$ cat src/rtl/ticket_entry.sv
// Digit-entry front end: packs NDIG BCD/hex digits MSD-first and offers the ticket over valid/ready.
// Optional feature: define BCD_CHECK_EN to reject digits above 9.
module ticket_entry #(
    parameter int NDIG = 5
) (
    input  logic                clk,
    input  logic                reset,
    input  logic [3:0]          num,
    input  logic                insere,
    input  logic                fim,
    input  logic                fim_jogo,
    input  logic                tkt_ready,
    output logic                tkt_valid,
    output logic [4*NDIG-1:0]   tkt,
    output logic [2:0]          cnt,
    output logic                busy,
    output logic                err,
    output logic                ovf
);

    localparam logic [2:0] FULL = 3'(NDIG);

    typedef enum logic [1:0] {
        IDLE,
        COLLECT,
        OFFER
    } state_t;

    state_t            state, state_n;
    logic [4*NDIG-1:0] tkt_n;
    logic [2:0]        cnt_n;
    logic              err_n;
    logic              ovf_n;
    logic              digit_ok;

`ifdef BCD_CHECK_EN
    assign digit_ok = (num <= 4'd9);
`else
    assign digit_ok = 1'b1;
`endif

    // Priority inside every state: fim_jogo > fim > insere.
    always_comb begin
        // NOTE: every combinational output gets a default first, so no path can infer a latch.
        state_n = state;
        tkt_n   = tkt;
        cnt_n   = cnt;
        ovf_n   = ovf;
        err_n   = 1'b0;
        unique case (state)
            IDLE: begin
                if (!fim_jogo) begin
                    if (fim) begin
                        err_n = 1'b1;
                    end else if (insere) begin
                        if (digit_ok) begin
                            tkt_n                 = '0;
                            tkt_n[4*NDIG-1 -: 4]  = num;
                            cnt_n                 = 3'd1;
                            state_n               = COLLECT;
                        end else begin
                            err_n = 1'b1;
                        end
                    end
                end
            end
            COLLECT: begin
                if (fim_jogo) begin
                    cnt_n   = '0;
                    tkt_n   = '0;
                    ovf_n   = 1'b0;
                    state_n = IDLE;
                end else if (fim) begin
                    if (cnt == FULL) begin
                        state_n = OFFER;
                    end else begin
                        err_n   = 1'b1;
                        cnt_n   = '0;
                        tkt_n   = '0;
                        state_n = IDLE;
                    end
                end else if (insere) begin
                    if (!digit_ok) begin
                        err_n = 1'b1;
                    end else if (cnt == FULL) begin
                        ovf_n = 1'b1;
                    end else begin
                        for (int i = 0; i < NDIG; i++) begin
                            if (cnt == 3'(i)) tkt_n[4*(NDIG-1-i) +: 4] = num;
                        end
                        cnt_n = cnt + 3'd1;
                    end
                end
            end
            OFFER: begin
                // tkt is deliberately left intact after the transfer.
                if (tkt_ready) begin
                    cnt_n   = '0;
                    ovf_n   = 1'b0;
                    state_n = IDLE;
                end
            end
            default: state_n = IDLE;
        endcase
    end

    // All outputs are registered; valid and busy are decoded from the next state.
    always_ff @(posedge clk) begin
        // NOTE: sequential state uses non-blocking assignments so all registers update together.
        if (reset) begin
            state     <= IDLE;
            tkt       <= '0;
            tkt_valid <= 1'b0;
            cnt       <= '0;
            busy      <= 1'b0;
            err       <= 1'b0;
            ovf       <= 1'b0;
        end else begin
            state     <= state_n;
            tkt       <= tkt_n;
            tkt_valid <= (state_n == OFFER);
            cnt       <= cnt_n;
            busy      <= (state_n != IDLE);
            err       <= err_n;
            ovf       <= ovf_n;
        end
    end

endmodule

$ cat config.mk
export PLATFORM = sky130hd
export DESIGN_NAME = ticket_entry
export DESIGN_NICKNAME = d
export VERILOG_FILES = /design/src/rtl/ticket_entry.sv
export SDC_FILE = /design/constraint.sdc
export NUM_CORES = 1
export LEC_CHECK = 0
export CAP_MARGIN = 25
export CORE_AREA = 3 3 59 61
export DETAILED_ROUTE_END_ITERATION = 8
export DIE_AREA = 0 0 62 64
export GPL_ROUTABILITY_DRIVEN = 0
export PLACE_DENSITY = 0.78
export RECOVER_POWER = 100
export SKIP_CTS_REPAIR_TIMING = 1
export SYNTH_ARGS = -nofsm -noshare
export SYNTH_HDL_FRONTEND = slang
export SYNTH_SLANG_ARGS = --single-unit
$ cat constraint.sdc
create_clock -name clk -period 4.3 [get_ports clk]
set_input_delay 0.86 -clock clk [delete_from_list [all_inputs] [get_ports clk]]
set_output_delay 0.86 -clock clk [all_outputs]
set_load 0.01 [all_outputs]
==> metrics.txt, run 1 <==
outcome finished clean; H-tree depth 2; share of the synthesized area in the top cell type 0.394; CP startpoint kind input pin; Setup CP Type input pin to register; IO Count 37; Worst Clk Skew roughly 0.013 ns; post-layout min period 3.00 ns; count leader, synth dfxtp_1; via count 1228; min-delay src tkt[3]; critical path capture point type register; most frequent cells after synthesis 29 x dfxtp_1, 18 x nand2b_1, 16 x mux2i_1; GR Overflow Total 0; initial antenna violation count 0; top_reg_cell synth dfxtp_1; sequential element share of the synthesized area 0.394; setup TNS 0 ns; hold endpoint tkt[3]; core area 3030 sq um; Final Cycle Share 0.697; area overhead of the layout relative to synthesis 29.7%; Hold Worst Slack 0.472 ns; CTS tree done; Die X 62 microns; initial core utilization 0.486; Final Max Tran Viols 0; fin nets 208; diode count 0; Slew HR 0.306; number of enable flip-flop cells after synthesis 0; reg2reg path depth 6; RSZ-0062 raised after global routing no; WHS Path Cells 2; Die Area between 3000 and 4000 sq um; Yosys Warn Count 0; port bufs 36; Total Wirelength roughly 3200 microns; synthesized area per cell between 9 and 10 sq um; placed cell count 226; Via density approximately 5.3; Power Total around 0.51 mW; worst skew pair latency 0.33 ns; Post-Synthesis Cell Area between 1000 and 1500 sq um; CTS max path bufs 2; dpl cell area roughly 1900 sq um; register bit count reported by yosys 29; Pwr Density ~270 nW/um^2; reg2reg end tkt[13]; Crit path arrival time 3.20 ns; largest net degree at the start of global routing 33; WL per Instance approximately 14 microns; Async SR Flop Fraction 0; Syn Nets between 150 and 200; Iteration-0 DRC Markers 59; Max Cap Viol 0; Final Hold Fails 0; fmax 334 MHz; Synth area leaders dfxtp_1 39%, mux2i_1 11%, ha_1 7.6%, nand2b_1 7.6%, nand2_1 3.1%; CTS sink cnt 29; LEAKAGE approximately 0.86 nW; drc violations 0; worst-margin pin slew around 1 ns; Hold Path Class register to register; Core Util, Final 0.631; GRT Util Overall 0.184; global-route wire length before repair roughly 5500 microns; CTS buffer count 5; crit path max fanout 16; WP data required between 4 and 5 ns; Non-Filler Instances between 200 and 250; vias in the first global route 1145; Synth Instances 151; final worst slack roughly 1.3 ns; pre-CTS setup slack about 1.4 ns; Worst R2R Setup Slack roughly 1.7 ns; first-pass detailed-route iteration total 4; Reg-to-Reg Start state[1]; layout cells sized above 1 0.0688; Synth area leader dfxtp_1; IR drop worst, VDD around 0.13 mV; design area around 1900 sq um; Worst-path clk slew ~0.080 ns; Die Ht between 60 and 70 microns; num rows 20; clock root buffer clkbuf_4; post-route ant nets 0; final setup vio count 0; post-synth cell types 37; Detailed Place HPWL about 2400 microns
cell families (layout without fill, tap and decap cells):
logic type / after synthesis / count (layout) / share of synthesized area
AND/OR/NAND/NOR: 61 / 61 / 0.270
flip-flops: 29 / 29 / 0.394
AO/OA/AOI/OAI: 24 / 24 / 0.117
multiplexers: 16 / 16 / 0.109
buffers and inverters: 12 / 50 / 0.0331
adder cells (fa/ha/maj): 9 / 9 / 0.0765
report_power, final:
group	switching [mW]	internal, mW
combinational	0.0351	0.0314
sequential	0.00285	0.273
clock	0.0876	0.0770
total	0.126	0.381
worst max-delay path: stages:
cell and delay [ns]:
dlygate4sd3_1 0.70, nor3b_4 0.15, o21ai_0 0.83, nand3_1 0.44
mux2i_1 0.21
how the worst max path moves through the flow:
stage / endpoint / start / cells past startpoint / slack [ns]
after floorplan: busy / fim_jogo / 4 / 2.28
after detailed placement: tkt[4] / fim_jogo / 5 / 1.39
final: tkt[13] / fim / 5 / 1.30
after CTS: tkt[4] / fim_jogo / 5 / 1.72
after global routing: tkt[13] / fim / 5 / 1.04
after global placement: tkt[4] / fim_jogo / 5 / 1.53
final cells by class:
class,count,area (sq um)
timing repair buffer,36,360
tap,44,55.1
clock buffer,7,55.1
sequential,29,581
fill,279,1120
multi-input combinational,110,833
inverter,7,26.3
placed cells by master, fill, tap and decap left out, types with 3 or more instances in the layout:
cell	count
mux2i_1	16
inv_1	7
nand2_1	12
nor2_1	5
nand3b_1	4
a22o_1	4
nand2b_1	18
clkdlybuf4s50_1	7
o21ai_0	6
dlygate4sd3_1	29
nand3_1	4
o21a_1	3
ha_1	9
dfxtp_1	29
a21oi_1	5
clkbuf_4	5
routing by layer:
metal / wire length (microns) / vias to the layer above / GRT usage / share of wire
met2: 1580 / 32 / 0.267 / 0.49
met1: 1490 / 582 / 0.259 / 0.46
li1: - / 610 / - / -
met4: 46 / 0 / 0.0557 / 0.014
met3: 125 / 4 / 0.0545 / 0.039
met5: 0 / - / 0 / 0
state kept, by name, indices dropped and copies added, names as in the netlist:
register / flops
tkt_valid: 1
state: 2
err: 1
busy: 1
tkt: 20
ovf: 1
cnt: 3
(Power assumes the default switching activity.)
==> inputs of run 2 (changes only) <==
Settings changed: CORE_AREA 3 3 59 61 to 3 3 60 62, DIE_AREA 0 0 62 64 to 0 0 63 65, PLACE_DENSITY 0.78 to 0.76.
Clock period 4.3 ns to 3.04 ns, I/O delays scaled along.
==> run 2 against run 1 <==
Compared with the run above: total power is 49% higher; register-to-register slack worse by 0.74 ns; worst setup slack worse by 0.53 ns; clock power is 62% higher; clock skew is 0.0041 ns lower.
==> metrics.txt, run 2 (same netlist as run 1, synthesis figures left out) <==
Largest register FFs 20 (unchanged); largest net degree at the start of global routing 22 (-33%); post-route ant nets 0 (unchanged); vias in the first global route 1188 (+3.8%); post-layout min period roughly 2.3 ns; Hold Worst Slack 0.480 ns (+0.00824 ns); Crit path arrival time 2.54 ns (-0.66 ns); highest-count cells in the layout ignoring fill and taps 29 x dfxtp_1, 29 x dlygate4sd3_1, 18 x nand2b_1; design area 1940 sq um (+1.6%); outcome finished clean; WP data required 3.31 ns (-1.19 ns); Non-Filler Instances 236 (+1.3%); register with the most flip-flops tkt; Power Total 0.754 mW (+49%); WHS Path Cells 2 (unchanged); RSZ-0062 raised after global routing no; worst skew pair latency 0.33 ns (about the same); Max Cap Viol 0 (unchanged); H-tree depth 2 (unchanged); fin nets 210 (+0.96%); Slew HR 0.554 (+0.248); Final Cycle Share 0.745; Worst path max stage delay 0.65 ns (-0.18 ns); first-pass detailed-route iteration total 4 (unchanged); power share of the combinational group 0.127 (-0.004); global-route wire length before repair 5600 microns (+0.87%); Die Ht 65 microns (+1.6%); Worst Clk Skew 0.00901 ns (-0.00406 ns); initial antenna violation count 0 (unchanged); critical path cell sequence dlygate4sd3_1, nor3b_4, clkbuf_1, nand2b_1, a31oi_1, a22o_1; fillcell total 258 (-7.5%); core area 3080 sq um (+1.7%); Die Area 4100 sq um (+3.2%); drc violations 0 (unchanged); WL per Instance 13.9 microns (-0.45%); CP startpoint kind input pin; IR drop worst, VDD 0.214 mV (+64%); Switch Pwr 0.189 mW (+50%); via count 1234 (+0.49%); GRT Util Overall 0.174 (-0.00984); worst-margin pin slew 0.667 ns (-0.363 ns); Detailed Place HPWL 2530 microns (+4.8%); reg2reg end tkt[7]; diode count 0 (unchanged); num rows 20 (unchanged); Sw Ratio 0.250 (+0.00272); sequential power share 0.517 (-0.027); area overhead of the layout relative to synthesis 31.8%; placed cell count 228 (+0.88%); hold endpoint tkt[18]; Final Max Tran Viols 0 (unchanged); final setup vio count 0 (unchanged); Reg area 581 sq um (unchanged); area taken by multi-input logic gates 837 sq um (+0.45%); fmax 441 MHz; Int Power 0.565 mW (+48%); min-delay src tkt[18]; IO Count 37 (unchanged); GR Overflow Total 0 (unchanged); Largest regs tkt (20), cnt (3), state (2); critical path capture point type register; Worst-path clk slew 0.09 ns (about the same); Pwr Density 389 nW/um^2 (+47%); clock root buffer clkbuf_4; Hold Path Class register to register; highest-delay cell along the critical path dlygate4sd3_1; Reg-to-Reg Start state[1]; CTS sink cnt 29 (unchanged); Die X 63 microns (+1.6%); crit path max fanout 11 (-5); initial core utilization 0.478 (-0.00791); LEAKAGE 0.881 nW (+2.0%); CTS buffer count 5 (unchanged); reg2reg path depth 7 (+1); layout cells sized above 1 0.0885 (+0.0198); dpl cell area 1880 sq um (+0.80%); Iteration-0 DRC Markers 36 (-39%); Final Hold Fails 0 (unchanged); Total Wirelength 3270 microns (+0.83%); port bufs 36 (unchanged); CTS tree done; setup TNS 0 ns (unchanged); clock share of power 0.356 (+0.031); Via density 5.23 (-0.79%); CTS max path bufs 2 (unchanged); Worst R2R Setup Slack 0.95 ns (-0.74 ns); Setup CP Type input pin to register
[run 2: cell count changes in the layout (fill, tap and decap cells not counted)]
cell      change
buf_4         +1
clkbuf_8      +1
clkinv_2      +1
o21ai_0       -1
o21ai_2       +1
[run 2: final cells by class]
class,instances,share of cell area
Clock buffer,7,0.0335
Clock inverter,1,0.00258
Inverter,7,0.0135
Multi-Input combinational cell,110,0.431
Sequential cell,29,0.299
Tap cell,44,0.0284
Timing Repair Buffer,38,0.191
[run 2: worst max-delay path by stage]
stage              from  endpoint  slack [ns]  depth (start not counted)
2_1_floorplan  state[0]    cnt[0]        1.26                          7
3_3_place_gp   fim_jogo      busy        0.63                          5
3_5_place_dp   fim_jogo      busy        0.57                          5
4_1_cts        fim_jogo    tkt[7]        0.87                          6
5_1_grt             fim    tkt[7]        0.61                          6
6_report            fim    tkt[7]        0.77                          6
[run 2: critical path, delay by kind of cell]
kind                   cells  cell delay (ns)
buffers and inverters      2             0.90
AO/OA/AOI/OAI              2             0.53
AND/OR/NAND/NOR            2             0.51
[run 2: stage by stage]
stage,setup WS [ns],util
after floorplan,1.26,-
after global placement,0.627,0.611
after detailed placement,0.569,0.611
after CTS,0.871,0.634
after global routing,0.607,0.630
final,0.774,0.630
[run 2: power by group through the flow]
stage	Sequential, mW	Combinational, mW	Clock [mW]
after CTS	0.391	0.0999	0.273
after floorplan	0.401	0.0571	0
final	0.390	0.0958	0.268
after detailed placement	0.399	0.0993	0
after global routing	0.391	0.105	0.293
after global placement	0.399	0.0984	0
[run 2: metal layers]
layer | GRT usage | part of all wire | vias to the layer above
li1 | - | - | 616
met1 | 0.218 | 0.46 | 582
met2 | 0.283 | 0.49 | 29
met3 | 0.0555 | 0.040 | 7
met4 | 0.0579 | 0.014 | 0
met5 | 0 | 0 | -
==> inputs of run 3 (changes only) <==
Settings changed: CORE_AREA 3 3 60 62 to 3 3 63 65, DIE_AREA 0 0 63 65 to 0 0 66 68, PLACE_DENSITY 0.76 to 0.72.
Clock period 3.04 ns to 1.9 ns, I/O delays scaled along.
==> run 3 against run 2 <==
Compared with the run above: wire length rose by 7.3%; global-route usage down 0.24 points; design area up 8.3%; sequential share of layout area is 2.2 points lower; count of clock-buffer cells in the layout is 2 lower; first-iteration DRC count is 14% higher; clock skew is 0.0052 ns higher.
==> metrics.txt, run 3 (same netlist as run 1, synthesis figures left out) <==
Final Max Tran Viols 0 (unchanged); drc violations 0 (unchanged); LEAKAGE 0.953 nW (+8.1%); IR drop worst, VDD 0.302 mV (+41%); commonest non-fill, non-tap cell in the layout dfxtp_1; diode count 0 (unchanged); Die Area 4490 sq um (+9.6%); Setup CP Type input pin to register; Hold Path Class register to register; Die Ht 68 microns (+4.6%); Pwr Density 565 nW/um^2 (+45%); Largest register FFs 20 (unchanged); CTS buffer count 5 (unchanged); CTS sink cnt 29 (unchanged); Max Cap Viol 0 (unchanged); global-route wire length before repair 5900 microns (+5.4%); met1 wire length 1630 microns (+8.5%); IO Count 37 (unchanged); Crit path arrival time 2.09 ns (-0.45 ns); Met3 Wirelength 161 microns (+24%); fin nets 224 (+6.7%); critical path capture point type register; H-tree depth 2 (unchanged); Via density 5.15 (-1.5%); pre-CTS setup slack -0.301 ns (-0.870 ns); register with the most flip-flops tkt; worst skew pair latency 0.33 ns (about the same); max layer used met4; fmax around 540 MHz; CP startpoint kind input pin; Total Wirelength 3510 microns (+7.3%); largest net degree at the start of global routing 15 (-32%); Worst Clk Skew 0.0142 ns (+0.00517 ns); placed cell count 243 (+6.6%); crit path max fanout 7 (-4); Detailed Place HPWL 2680 microns (+5.7%); vias in the first global route 1267 (+6.6%); WL per Instance 13.9 microns (+0.46%); setup TNS 0 ns (unchanged); num rows 21 (+5.0%); port bufs 36 (unchanged); first-pass detailed-route iteration total 4 (unchanged); area overhead of the layout relative to synthesis 42.7%; Crit path buffers/inverters 1 (-1); Largest regs tkt (20), cnt (3), state (2); DR WL met2 1700 microns (+6.7%); post-layout min period roughly 1.9 ns; Final Cycle Share 0.980; Non-Filler Instances 252 (+6.8%); core area 3390 sq um (+10%); Worst-path clk slew 0.11 ns (+0.02 ns); Final Hold Fails 0 (unchanged); initial core utilization 0.434 (-0.0440); post-route ant nets 0 (unchanged); GR Overflow Total 0 (unchanged); Power Total 1.19 mW (+57%); worst-margin pin slew 0.433 ns (-0.234 ns); fillcell total 279 (+8.1%); Iteration-0 DRC Markers 41 (+14%); WP data required 2.13 ns (-1.18 ns); Worst path max stage delay 0.54 ns (-0.11 ns); final setup vio count 0 (unchanged); clock root buffer clkbuf_4; Slew HR 0.711 (+0.157); outcome finished clean; RSZ-0062 raised after global routing yes; CP delay by family, top simple AND/OR/NAND/NOR gates; critical path cell sequence clkdlybuf4s50_1, or3b_1, a2111oi_2, nor4_2, or2_1; CTS max path bufs 2 (unchanged); highest-count cells in the layout ignoring fill and taps 28 x dfxtp_1, 27 x dlygate4sd3_1, 18 x nand2b_1; CTS tree done; Die X 66 microns (+4.8%); via count 1298 (+5.2%); highest-delay cell along the critical path clkdlybuf4s50_1; final worst slack 0.0372 ns (-0.736 ns); initial antenna violation count 0 (unchanged); GRT Util Overall 0.172 (-0.00236); layout cells sized above 1 0.199 (+0.110)
[run 3: where the power goes]
part           switching, mW  total, mW  internal (mW)
clock network          0.230      0.370          0.139
registers            0.00644      0.624          0.618
logic                 0.0937      0.194         0.0999
[run 3: final cells by class]
cell class                 count  area (sq um)  share of cell area
clock buffer                   5          37.5              0.0179
multi-input combinational    110           887               0.422
timing repair buffer          52           493               0.235
tap                           46          57.6              0.0274
sequential                    29           582               0.277
inverter                       7          26.3              0.0125
clock inverter                 3          17.5             0.00834
[run 3: through the flow]
step / utilization / hold slack (ns) / cell area [sq um]
after floorplan: - / 0.457 / 1470
after global placement: 0.584 / 0.460 / 1980
after detailed placement: 0.584 / 0.466 / 1980
after CTS: 0.601 / 0.482 / 2040
after global routing: 0.620 / 0.498 / 2100
final: 0.620 / 0.476 / 2100
[run 3: layer usage]
layer	GRT usage	vias up
met1	0.213	619
met4	0.0812	0
met5	0	-
met2	0.283	33
met3	0.0411	2
li1	-	644
[run 3: worst reg2reg max path: cells and delay by family (launching register included)]
| family | cells | cell delay (ns) |
|---|---|---|
| compound gates | 3 | 0.64 |
| fa+ha+maj | 1 | 0.22 |
| flops | 1 | 0.41 |
| buf+inv | 3 | 0.47 |
[run 3: path summary, 6_finish.rpt]
path | from | to | slack [ns] | cells past startpoint
setup / recovery | fim_jogo | busy | 0.04 | 5
hold / removal | tkt[13] | tkt[13] | 0.48 | 2
setup reg to reg | state[0] | cnt[0] | 0.09 | 7
hold reg to reg | tkt[13] | tkt[13] | 0.48 | 2
